### config.mk
export PLATFORM = sky130hd
export DESIGN_NAME = lcd_rx_mon
export DESIGN_NICKNAME = d
export VERILOG_FILES = /design/src/rtl/lcd_rx_mon.sv
export SDC_FILE = /design/constraint.sdc
export NUM_CORES = 1
export LEC_CHECK = 0
export CAP_MARGIN = 20
export CORE_MARGIN = 10
export CORE_UTILIZATION = 52
export CTS_BUF_LIST = sky130_fd_sc_hd__clkbuf_16
export DETAILED_ROUTE_END_ITERATION = 7
export PLACE_DENSITY = 0.85
export SLEW_MARGIN = 20
export SYNTH_ARGS = -nofsm -noshare
export SYNTH_HDL_FRONTEND = slang
export SYNTH_SLANG_ARGS = --single-unit
### constraint.sdc
create_clock -name lcd_clk_33m -period 6.9 [get_ports lcd_clk_33m]
set_clock_uncertainty 0.1 [all_clocks]
set_input_delay 1.38 -clock lcd_clk_33m [delete_from_list [all_inputs] [get_ports lcd_clk_33m]]
set_output_delay 1.38 -clock lcd_clk_33m [all_outputs]
set_load 0.03 [all_outputs]
### src/rtl/lcd_rx_mon.sv
// Parallel RGB LCD receive monitor: recovers pixel coordinates from DE/VSYNC and checks timing.
// Optional per-frame checksum is built only when LCD_RX_CHECKSUM_EN is defined.
module lcd_rx_mon #(
  parameter int unsigned H_ACTIVE = 800,
  parameter int unsigned V_ACTIVE = 480
) (
  input  logic        lcd_clk_33m,
  input  logic        rst_n,
  input  logic [23:0] rgb_in,
  input  logic        hsync_in,
  input  logic        vsync_in,
  input  logic        de_in,
  input  logic        err_clr,
  output logic        rx_valid,
  output logic [23:0] rx_data,
  output logic [10:0] rx_x,
  output logic [10:0] rx_y,
  output logic        frame_done,
  output logic [10:0] h_meas,
  output logic [10:0] v_meas,
  output logic        locked,
  output logic        err_h,
  output logic        err_v,
  output logic [31:0] frame_sum
);

  localparam logic [10:0] HActive = 11'(H_ACTIVE);
  localparam logic [10:0] VActive = 11'(V_ACTIVE);

  typedef enum logic [1:0] {StSearch, StWaitDe, StActive} state_e;

  function automatic logic [10:0] sat_inc(input logic [10:0] v);
    return (v == 11'h7ff) ? v : v + 11'd1;
  endfunction

  // Input sampling stage plus one cycle of history for edge detection
  logic [23:0] rgb_q;
  logic        hs_q, vs_q, de_q, vs_prev_q, de_prev_q;

  always_ff @(posedge lcd_clk_33m or negedge rst_n) begin
    if (!rst_n) begin
      rgb_q     <= '0;
      hs_q      <= 1'b1;
      vs_q      <= 1'b1;
      de_q      <= 1'b0;
      vs_prev_q <= 1'b1;
      de_prev_q <= 1'b0;
    end else begin
      rgb_q     <= rgb_in;
      hs_q      <= hsync_in;
      vs_q      <= vsync_in;
      de_q      <= de_in;
      vs_prev_q <= vs_q;
      de_prev_q <= de_q;
    end
  end

  // Timing is derived from DE alone; hsync is sampled but deliberately unused.
  logic unused_hs;
  assign unused_hs = hs_q;

  state_e state_q, state_d;
  logic   vs_fall, de_rise, de_fall, tracking, pix_valid, frame_end, line_end;
  logic   h_evt, v_evt, evt;

  assign vs_fall   = vs_prev_q & ~vs_q;
  assign de_rise   = de_q & ~de_prev_q;
  assign de_fall   = ~de_q & de_prev_q;
  assign tracking  = (state_q != StSearch);
  assign pix_valid = tracking & de_q;
  assign frame_end = vs_fall & (state_q == StActive);
  assign line_end  = tracking & de_fall;

  always_comb begin
    state_d = state_q;
    unique case (state_q)
      StSearch: if (vs_fall) state_d = StWaitDe;
      StWaitDe: if (de_rise) state_d = StActive;
      StActive: if (vs_fall) state_d = StWaitDe;
      default:  state_d = StSearch;
    endcase
  end

  logic [10:0] x_cnt_q, x_cnt_d, y_cnt_q, y_cnt_d, x_cur;
  logic [1:0]  ok_cnt_q, ok_cnt_d;
  logic        frame_err_q, frame_err_d, locked_d;

  assign x_cur = de_rise ? 11'd0 : x_cnt_q;
  assign h_evt = line_end & (x_cnt_q != HActive);
  // DE high during vsync low is a frame-level fault as well as a line-count mismatch
  assign v_evt = (frame_end & (y_cnt_q != VActive)) | (tracking & de_q & ~vs_q);
  assign evt   = h_evt | v_evt;

  always_comb begin
    x_cnt_d     = x_cnt_q;
    y_cnt_d     = y_cnt_q;
    ok_cnt_d    = ok_cnt_q;
    locked_d    = locked;
    frame_err_d = frame_err_q | evt;
    if (pix_valid) x_cnt_d = sat_inc(x_cur);
    if (vs_fall) begin
      y_cnt_d     = 11'd0;
      frame_err_d = 1'b0;
    end else if (line_end) begin
      y_cnt_d = sat_inc(y_cnt_q);
    end
    if (evt) begin
      ok_cnt_d = 2'd0;
      locked_d = 1'b0;
    end else if (frame_end) begin
      if (frame_err_q) begin
        ok_cnt_d = 2'd0;
      end else if (ok_cnt_q != 2'd2) begin
        ok_cnt_d = ok_cnt_q + 2'd1;
      end
      locked_d = ~frame_err_q & (ok_cnt_q != 2'd0);
    end
  end

  always_ff @(posedge lcd_clk_33m or negedge rst_n) begin
    if (!rst_n) begin
      state_q     <= StSearch;
      x_cnt_q     <= '0;
      y_cnt_q     <= '0;
      ok_cnt_q    <= '0;
      frame_err_q <= 1'b0;
      rx_valid    <= 1'b0;
      rx_data     <= '0;
      rx_x        <= '0;
      rx_y        <= '0;
      frame_done  <= 1'b0;
      h_meas      <= '0;
      v_meas      <= '0;
      locked      <= 1'b0;
      err_h       <= 1'b0;
      err_v       <= 1'b0;
    end else begin
      state_q     <= state_d;
      x_cnt_q     <= x_cnt_d;
      y_cnt_q     <= y_cnt_d;
      ok_cnt_q    <= ok_cnt_d;
      frame_err_q <= frame_err_d;
      rx_valid    <= pix_valid;
      if (pix_valid) begin
        rx_data <= rgb_q;
        rx_x    <= x_cur;
        rx_y    <= y_cnt_q;
      end
      frame_done <= frame_end;
      if (line_end)  h_meas <= x_cnt_q;
      if (frame_end) v_meas <= y_cnt_q;
      locked <= locked_d;
      // A new error in the clearing cycle keeps the flag set
      err_h  <= h_evt | (err_h & ~err_clr);
      err_v  <= v_evt | (err_v & ~err_clr);
    end
  end

`ifdef LCD_RX_CHECKSUM_EN
  logic [31:0] acc_q, acc_d, acc_base, sum_q;

  assign acc_base = vs_fall ? 32'd0 : acc_q;
  assign acc_d    = pix_valid ? acc_base + {8'h0, rgb_q} : acc_base;

  always_ff @(posedge lcd_clk_33m or negedge rst_n) begin
    if (!rst_n) begin
      acc_q <= '0;
      sum_q <= '0;
    end else begin
      acc_q <= acc_d;
      if (frame_end) sum_q <= acc_q;
    end
  end

  assign frame_sum = sum_q;
`else
  assign frame_sum = 32'd0;
`endif

endmodule
### Yosys cells after proc, flatten, opt, wreduce, memory -nomap -nowiden

Cells that the tools add are included.

| storage, ports and cells | value |
|---|---|
| output and inout bits | 105 |
| bits in registers | 128 |
| logic and storage cells | 80 |
| input bits | 30 |

| cells by class | value |
|---|---|
| equality and inequality tests | 10 |
| mux-type cells | 15 |
| reduce and logical (&&, ||, !) cells | 10 |
| add/subtract/negate cells | 3 |
| bitwise gates (word level) | 22 |

Operator list:

| kind | count |
|---|---|
| two-way mux 11 bit | 5 |
| adder 11 x 1 -> 11 bit (second input constant) | 2 |
| equality test 11 bit (second input constant) | 2 |
| bitwise AND 1 bit | 12 |
| two-way mux 2 bit | 6 |
| inequality test 11 x 10 -> 1 bit (second input constant) | 1 |
| inequality test 11 x 9 -> 1 bit (second input constant) | 1 |
| nonzero test 2 bit | 4 |
| inequality test 2 bit (second input constant) | 3 |
| AND reduction 2 bit | 3 |
| inverter 1 bit | 5 |
| bitwise OR 1 bit | 5 |
| one-hot mux 2 bit (2 select lines) | 1 |
| two-way mux 1 bit | 3 |
| nonzero test 3 bit | 1 |
| adder 2 x 1 -> 2 bit (second input constant) | 1 |
| equality test 2 x 1 -> 1 bit (second input constant) | 1 |
| equality test 2 bit (second input constant) | 1 |
| zero test 2 bit | 1 |
| inequality test 2 x 1 -> 1 bit (second input constant) | 1 |
| OR reduction 2 bit | 1 |

### Depth between registers and ports, before layout

Gate-level depths: netlist (run 1).

| depth | value |
|---|---|
| depth in word-level cells | 8 |
| mapped depth | 11 |
| depth with buffers taken out | 9 |

### Worst setup path before layout (run 1)

OpenSTA, ideal clock, no wires.

| path | value |
|---|---|
| path type | register to register |
| from | register de_prev_q |
| to | register x_cnt_q[1] |
| data required time | 6.675 ns |
| setup time | 0.125 ns |
| path buffers | 2 |
| slack | 4.255 ns |
| stages on the path, launching flop included | 10 |
| data arrival time | 2.420 ns |
| path through | dfrtp_1 buf_2 nand2b_1 clkbuf_1 and2_1 ha_1 nand2_1 or3_1 o31ai_2 mux2_2 |

| on the way | value |
|---|---|
| word-level cells in the longest chain between the ends | 5 |
| elaborated cells on any way between the ends | 6 |

Ends and longest elaborated chain:

| element | line | text |
|---|---|---|
| from (decl) | 38 | `logic hs_q, vs_q, de_q, vs_prev_q, de_prev_q;` |
| from (signal assigned) | 54 | `de_prev_q <= de_q;` |
| inverter 1 bit (*) | 67 | `assign de_rise = de_q & ~de_prev_q;` |
| bitwise AND 1 bit (*) | 67 |  |
| two-way mux 11 bit (*) | 88 | `assign x_cur = de_rise ? 11'd0 : x_cnt_q;` |
| via x_cur[0] | 84 | `logic [10:0] x_cnt_q, x_cnt_d, y_cnt_q, y_cnt_d, x_cur;` |
| adder 11 x 1 -> 11 bit or equality test 11 bit (tied branches) | 33 | `return (v == 11'h7ff) ? v : v + 11'd1;` |
| two-way mux 11 bit (*) | 33 |  |
| to (signal assigned) | 139 | `x_cnt_q <= x_cnt_d;` |
| to (decl) | 84 |  |

Mark *: on every way through the listed nets, which the timed path passes. The rest lies on a longest branch.
A chain may end at the register's enable or synchronous reset.

### Final worst setup path (run 1)

Ends and elaborated chain as after synthesis.

==> results of run 1 <==
[stage by stage]
stage / power [µW] / hold slack (ns) / instance area (µm²)
final: 2610 / 0.2927 / 6812
after global routing: 2742 / 0.3097 / 6812
after CTS: 2635 / 0.3000 / 6804
after detailed placement: 1674 / 0.2857 / 6161
after global placement: 1645 / 0.2772 / 6161
after floorplan: 1378 / 0.2693 / 5273
[worst max-delay path, delay by kind of cell (launching register included)]
family          cells  cell delay (ns)
buf+inv             1             0.08
compound gates      1             0.65
flops               1             0.52
fa+ha+maj           1             0.16
simple gates        4             0.99
mux                 1             0.41
[cell families after synthesis]
group	count (synthesis)	synth area share
other	1	0.0007273
adders and majority gates	5	0.01213
buffers and inverters	67	0.07231
and+or+nand+nor	258	0.2106
xor gates and xnor gates	13	0.02208
muxes	3	0.006309
DFF	128	0.6217
AOI/OAI and AO/OA	44	0.05412
[flip-flops by register name (all words and copies together) (netlist names), 2 cells and up]
name,cells
h_meas,11
ok_cnt_q,2
rgb_q,24
rx_data,24
rx_x,11
rx_y,11
state_q,2
v_meas,11
x_cnt_q,11
y_cnt_q,11
[layer usage]
metal	routed length [µm]	GRT usage	up-vias
met3	1017	0.07454	9
met4	70	0.05958	0
li1	-	-	1802
met1	4777	0.1880	1872
met5	0	0	-
met2	6064	0.2940	120
[power breakdown]
part / switching, µW / leakage (µW) / internal, µW / total [µW]
clock: 318 / 0.000306 / 638 / 956
sequential: 87.4 / 0.00166 / 877 / 965
combinational: 435 / 0.00125 / 254 / 689
total: 841 / 0.00322 / 1770 / 2610
[area by class of cell]
type | instances | share of cell area
clock buffers | 17 | 0.06245
inverters | 14 | 0.007715
well taps | 133 | 0.02443
clock inverters | 15 | 0.03196
repair buffers | 105 | 0.1525
multi-input cells | 355 | 0.2504
flip-flops and latches | 128 | 0.4706
[placed cells by master, fill, tap and decap left out, types with 3 or more instances in the layout]
master                            instances
sky130_fd_sc_hd__a21oi_1                  6
sky130_fd_sc_hd__a31oi_1                  3
sky130_fd_sc_hd__and3_1                   3
sky130_fd_sc_hd__buf_4                    5
sky130_fd_sc_hd__bufinv_16                5
sky130_fd_sc_hd__clkbuf_16               17
sky130_fd_sc_hd__clkdlybuf4s50_1        100
sky130_fd_sc_hd__clkinv_2                 3
sky130_fd_sc_hd__clkinv_4                 3
sky130_fd_sc_hd__clkinvlp_4               3
sky130_fd_sc_hd__conb_1                  32
sky130_fd_sc_hd__dfrtp_1                126
sky130_fd_sc_hd__ha_1                     5
sky130_fd_sc_hd__inv_1                   13
sky130_fd_sc_hd__nand2_1                193
sky130_fd_sc_hd__nand2b_1                 5
sky130_fd_sc_hd__nand3_1                  8
sky130_fd_sc_hd__nand4_1                  4
sky130_fd_sc_hd__nor2_1                  17
sky130_fd_sc_hd__nor3_1                   8
sky130_fd_sc_hd__o21ai_0                 19
sky130_fd_sc_hd__o22ai_1                  3
sky130_fd_sc_hd__or2_2                    3
sky130_fd_sc_hd__or3_1                    4
sky130_fd_sc_hd__xnor2_1                  7
sky130_fd_sc_hd__xor2_1                   6
[worst paths after layout]
check	startpoint	endpoint	slack, ns
setup / recovery	de_prev_q	x_cnt_q[1]	3.88
max in group asynchronous	rst_n	x_cnt_q[6]	4.41
hold / removal	vs_q	vs_prev_q	0.29
hold reg to reg	vs_q	vs_prev_q	0.29
min in group asynchronous	rst_n	rgb_q[17]	0.88
setup reg to reg	de_prev_q	x_cnt_q[1]	3.88
==> reports/metrics.csv, run 1 <==
stage,metric,value,unit
place,dp_slack,3.887,ns
drt,drt-total-wl,11930,µm
grt,grt_antenna_before_repair,0,
synthesis,asyncSetResetFlopFracSynth,1.000,
cells_and_area,ff_latch_area,3206,µm²
cts,tritoncts,done,
synthesis,yosys_most_used_dff,sky130_fd_sc_hd__dfrtp_1,
place,post-place-cells,734,
die,floorplan.die_area,14300,µm²
drt,detail_route.vias_per_cell,4.958,
cells_and_area,post_route_cells_drive_above_1_share,0.07571,
timing,report.final.slew_viol_count,0,
setup_path,worstPathMaxFanout,10,
die,die_extent_in_y,119.6,µm
setup_path,criticalPathCategory,register to register,
synthesis,synth_enable_flop_cells,0,
setup_path,crit_path_max_incr_delay,0.65,ns
timing,period_share,0.4383,
grt,first_pass_grt_wire_length,20180,µm
place,place.port_buffers,101,
drt,drc,0,
cells_and_area,design.final.nets,656,
run,max_cap_violations,0,
die,core_box_area,9729,µm²
place,hpwlAfterDp,8339,µm
grt,total_congestion_overflow,0,
worst_hold_path,hp-class,register to register,
setup_path,cp-start-kind,register,
setup_path,critPathRequiredTime,7.09,ns
timing,worst-slew-pin-transition,0.9715,ns
place,routabilityCongestion,0.8986,
cts,later_pin_clock_latency_in_the_skew_report,0.40,ns
cells_and_area,fillCellCount,737,
power_and_ir_drop,ir_drop,0.2840,mV
synthesis,synth_top_cells_by_area,"sky130_fd_sc_hd__dfrtp_1, sky130_fd_sc_hd__nand2_1, sky130_fd_sc_hd__buf_4",
cts,cts_made_buffers,17,
cts,cts_root_buf,sky130_fd_sc_hd__clkbuf_16,
synthesis,synth_area_leader_cell,sky130_fd_sc_hd__dfrtp_1,
worst_hold_path,hold_depth,0,
cells_and_area,synthesis_to_finish_area_growth,32.10,%
setup_path,ff_to_ff_path_depth,8,
setup_path,cp_common_cell,sky130_fd_sc_hd__nand2_1,
power_and_ir_drop,leakage,0.003224,µW
drt,drt.antenna.violating_nets,0,
synthesis,synth.yosys.seq_area_share,0.6217,
die,initial_core_util,0.5300,
synthesis,synth.most_common_cell,sky130_fd_sc_hd__nand2_1,
timing,rsz0062_at_grt,false,
cts,cts_hold_buf,0,
synthesis,synth_cell_type_count,45,
synthesis,synth_cells,519,
cts,clk_pin_slew_worst_paths,0.06,ns
timing,max-slew-margin-rel,0.3523,
cells_and_area,diodes,0,
synthesis,yosys_warnings,0,
setup_path,critical-path-slowest-cell,sky130_fd_sc_hd__o31ai_2,
power_and_ir_drop,power_density,383.2,nW/µm²
grt,grt_pass1_vias,4088,
status,run_status,"complete, no violations",
synthesis,mapped_avg_cell_area,9.935,µm²
cts,post_cts.resized_instances,0,
timing,max_freq,330.7,MHz
die,core.rowCount,36,
grt,largest_net_degree_at_the_start_of_global_routing,80,
cells_and_area,layout.core_utilization,0.7001,
synthesis,synth.cell_area,5156,µm²
setup_path,critical_path.endpoint_type,register,
drt,total_vias_in_the_final_route,3803,
die,die_width,119.6,µm
timing,final_hold_viol_count,0,
setup_path,crit_chain,nand2b_1 > nand2_1 > inv_1 > ha_1 > nand2_1 > or3_1 > o31ai_2 > mux2_2,
timing,post-route-worst-setup-slack,3.876,ns
die,floorplan.io_pins,135,
drt,drt_pre_antenna_iters,4,
synthesis,synth_top_cells_by_count,"sky130_fd_sc_hd__nand2_1, sky130_fd_sc_hd__dfrtp_1, sky130_fd_sc_hd__buf_4, sky130_fd_sc_hd__o21ai_0, sky130_fd_sc_hd__nor2_1",
timing,total_negative_slack,0,ns
setup_path,worst_ep_arrival_time,3.22,ns
synthesis,flip_flop_and_latch_count_after_synthesis,128,
timing,fin_crit,3.024,ns
cts,cts.path.max_buffers,2,
cells_and_area,final_cells,767,
cts,htree_levels,4,
drt,detail_route.wl_per_cell,15.55,µm
grt,globalRouteTotalUtil,0.1722,
cts,clock_sinks,128,
drt,drt-initial-drc-count,252,
cells_and_area,multi_input_comb_area,1705,µm²
timing,setup-violations-final,0,
synthesis,top_area_cell_type_share_of_the_netlist_area,0.6115,
cts,postCtsSetupBuffers,0,
(Power assumes the default switching activity.)
==> inputs of run 2 (changes only) <==
--- a/config.mk
+++ b/config.mk
@@ -7,10 +7,10 @@
 export LEC_CHECK = 0
 export CAP_MARGIN = 20
 export CORE_MARGIN = 10
-export CORE_UTILIZATION = 52
+export CORE_UTILIZATION = 49
 export CTS_BUF_LIST = sky130_fd_sc_hd__clkbuf_16
 export DETAILED_ROUTE_END_ITERATION = 7
-export PLACE_DENSITY = 0.85
+export PLACE_DENSITY = 0.8
 export SLEW_MARGIN = 20
 export SYNTH_ARGS = -nofsm -noshare
 export SYNTH_HDL_FRONTEND = slang
==> constraint.sdc (replaced) <==
create_clock -name lcd_clk_33m -period 2.8 [get_ports lcd_clk_33m]
set_clock_uncertainty 0.1 [all_clocks]
set_input_delay 0.56 -clock lcd_clk_33m [delete_from_list [all_inputs] [get_ports lcd_clk_33m]]
set_output_delay 0.56 -clock lcd_clk_33m [all_outputs]
set_load 0.03 [all_outputs]
==> reports/metrics.csv, run 2 (same netlist as run 1, synthesis figures left out) <==
stage,metric,value,unit
status,run_status,"complete, no violations",
timing,setup-violations-final,0,
cts,clock_sinks,128,
cells_and_area,post_route_cells_drive_above_1_share,0.08580,
grt,met2_usage,0.2749,
power_and_ir_drop,leakage,0.003244,µW
grt,globalRouteTotalUtil,0.1629,
cells_and_area,multi_input_comb_area,1705,µm²
power_and_ir_drop,power.clock.fraction,0.355,
grt,grt_pass1_vias,3927,
die,floorplan.die_area,15030,µm²
timing,fin_crit,2.384,ns
timing,period_share,0.8515,
drt,total_vias_in_the_final_route,3854,
cells_and_area,fillCellCount,833,
cells_and_area,final_cell_mix,"sky130_fd_sc_hd__nand2_1, sky130_fd_sc_hd__dfrtp_1, sky130_fd_sc_hd__clkdlybuf4s50_1",
run,max_cap_violations,0,
cts,cts.path.max_buffers,2,
cells_and_area,diodes,0,
drt,drt-initial-drc-count,223,
power_and_ir_drop,share_seq_of_total_power,0.374,
cts,post_cts.resized_instances,0,
cts,cts_hold_buf,0,
cts,cts_root_buf,sky130_fd_sc_hd__clkbuf_16,
cells_and_area,stdcell_area,6845,µm²
setup_path,worst_ep_arrival_time,2.57,ns
place,hpwlAfterDp,8558,µm
power_and_ir_drop,power_switching,2141,µW
timing,finalHoldWorstSlack,0.03823,ns
cts,clk_pin_slew_worst_paths,0.06,ns
grt,largest_net_degree_at_the_start_of_global_routing,56,
setup_path,criticalPathCategory,register to register,
place,routabilityCongestion,0.9246,
cells_and_area,design.final.nets,663,
grt,grt_use_met1,0.1844,
timing,final_hold_viol_count,0,
grt,grt_util_met3,0.06061,
die,die_width,122.6,µm
power_and_ir_drop,power.share.switching,0.3368,
power_and_ir_drop,intPower,4218,µW
drt,detail_route.wl_per_cell,15.55,µm
drt,drt-total-wl,12080,µm
power_and_ir_drop,comb_power_share,0.271,
timing,report.final.slew_viol_count,0,
grt,gr-max-usage-layer,met2,
drt,drt.antenna.violating_nets,0,
grt,grt_antenna_before_repair,0,
die,core_box_area,10280,µm²
timing,worst-slew-pin-transition,0.8394,ns
die,initial_core_util,0.5017,
timing,total_negative_slack,0,ns
die,core.rowCount,37,
place,place.port_buffers,101,
worst_hold_path,hp-class,input pin to async pin,
die,die_extent_in_y,122.6,µm
power_and_ir_drop,ir_drop,0.5301,mV
timing,rsz0062_at_grt,false,
cells_and_area,reg.largest.list,"rgb_q (24), rx_data (24)",
cells_and_area,synthesis_to_finish_area_growth,32.76,%
grt,total_congestion_overflow,0,
power_and_ir_drop,power_density,929.0,nW/µm²
cells_and_area,final_common_cell,sky130_fd_sc_hd__nand2_1,
setup_path,critPathRequiredTime,2.99,ns
die,floorplan.io_pins,135,
place,dpl-instance-area,6237,µm²
cts,htree_levels,4,
timing,max_freq,419.4,MHz
setup_path,worstPathMaxFanout,7,
setup_path,critical_path.endpoint_type,register,
cells_and_area,ff_latch_area,3206,µm²
cts,cts_made_buffers,17,
setup_path,cp-start-kind,register,
cts,tritoncts,done,
drt,drt_pre_antenna_iters,4,
power_and_ir_drop,total_power,6359,µW
grt,first_pass_grt_wire_length,19390,µm
cts,later_pin_clock_latency_in_the_skew_report,0.41,ns
timing,max-slew-margin-rel,0.4393,
cts,postCtsSetupBuffers,0,
drt,detail_route.vias_per_cell,4.960,
drt,drc,0,
-- run 2: cell count changes in the layout (fill, tap and decap cells not counted) --
cell / delta
sky130_fd_sc_hd__buf_4: +6
sky130_fd_sc_hd__buf_12: +1
sky130_fd_sc_hd__clkinv_4: -1
sky130_fd_sc_hd__inv_6: +5
sky130_fd_sc_hd__bufinv_16: -2
sky130_fd_sc_hd__clkinv_2: -2
-- run 2: layout make-up --
type,instances,area share
multi-input combinational,355,0.2491
sequential,128,0.4683
inverter,14,0.007677
timing repair buffer,112,0.1612
clock buffer,17,0.06215
clock inverter,15,0.02669
tap,136,0.02486
-- run 2: path summary, 6_finish.rpt --
path                       start     endpoint  slack, ns  cells after the start
min in group lcd_clk_33m    vs_q    vs_prev_q       0.30                      0
setup reg to reg            de_q   x_cnt_q[4]       0.42                      9
hold / removal             rst_n  rx_data[20]       0.04                      1
hold reg to reg             vs_q    vs_prev_q       0.30                      0
setup / recovery            de_q   x_cnt_q[4]       0.42                      9
max in group asynchronous  rst_n    vs_prev_q       1.81                      2
-- run 2: critical path, stage by stage, from the launching register on --
cell                       delay [ns]
sky130_fd_sc_hd__dfrtp_1         0.43
sky130_fd_sc_hd__nand2b_1        0.17
sky130_fd_sc_hd__and2_1          0.18
sky130_fd_sc_hd__ha_1            0.17
sky130_fd_sc_hd__nand2_1         0.06
sky130_fd_sc_hd__or3_1           0.39
sky130_fd_sc_hd__o31ai_2         0.35
sky130_fd_sc_hd__buf_4           0.22
sky130_fd_sc_hd__nor3_1          0.07
sky130_fd_sc_hd__xnor2_1         0.12
-- run 2: routing by layer --
metal	routed length, µm	vias to the layer above	part of all wire
met5	0	-	0
met4	203	0	0.017
met3	1148	23	0.095
met2	5966	153	0.49
met1	4762	1849	0.39
li1	-	1829	-
-- run 2: through the flow --
stage	setup WS, ns	std cells	util
2_1_floorplan	0.1551	550	-
3_3_place_gp	0.5071	745	0.6069
3_5_place_dp	0.4683	745	0.6069
4_1_cts	0.4318	777	0.6661
5_1_grt	0.2787	777	0.6661
6_report	0.4159	777	0.6661
-- run 2: power by group through the flow --
stage	clock network (µW)	logic, µW	registers, µW
finish	2260	1720	2380
global route	2390	1860	2420
CTS	2290	1750	2380
detailed placement	0	1740	2400
global placement	0	1710	2380
floorplan	0	559	2840
==> inputs of run 3 (changes only) <==
--- a/config.mk
+++ b/config.mk
@@ -9,6 +9,7 @@
 export CORE_MARGIN = 10
 export CORE_UTILIZATION = 49
 export CTS_BUF_LIST = sky130_fd_sc_hd__clkbuf_16
+export CTS_CLUSTER_SIZE = 20
 export DETAILED_ROUTE_END_ITERATION = 7
 export PLACE_DENSITY = 0.8
 export SLEW_MARGIN = 20
==> results of run 3 <==
Final layout, timing and power as in run 2 (identical DEF).
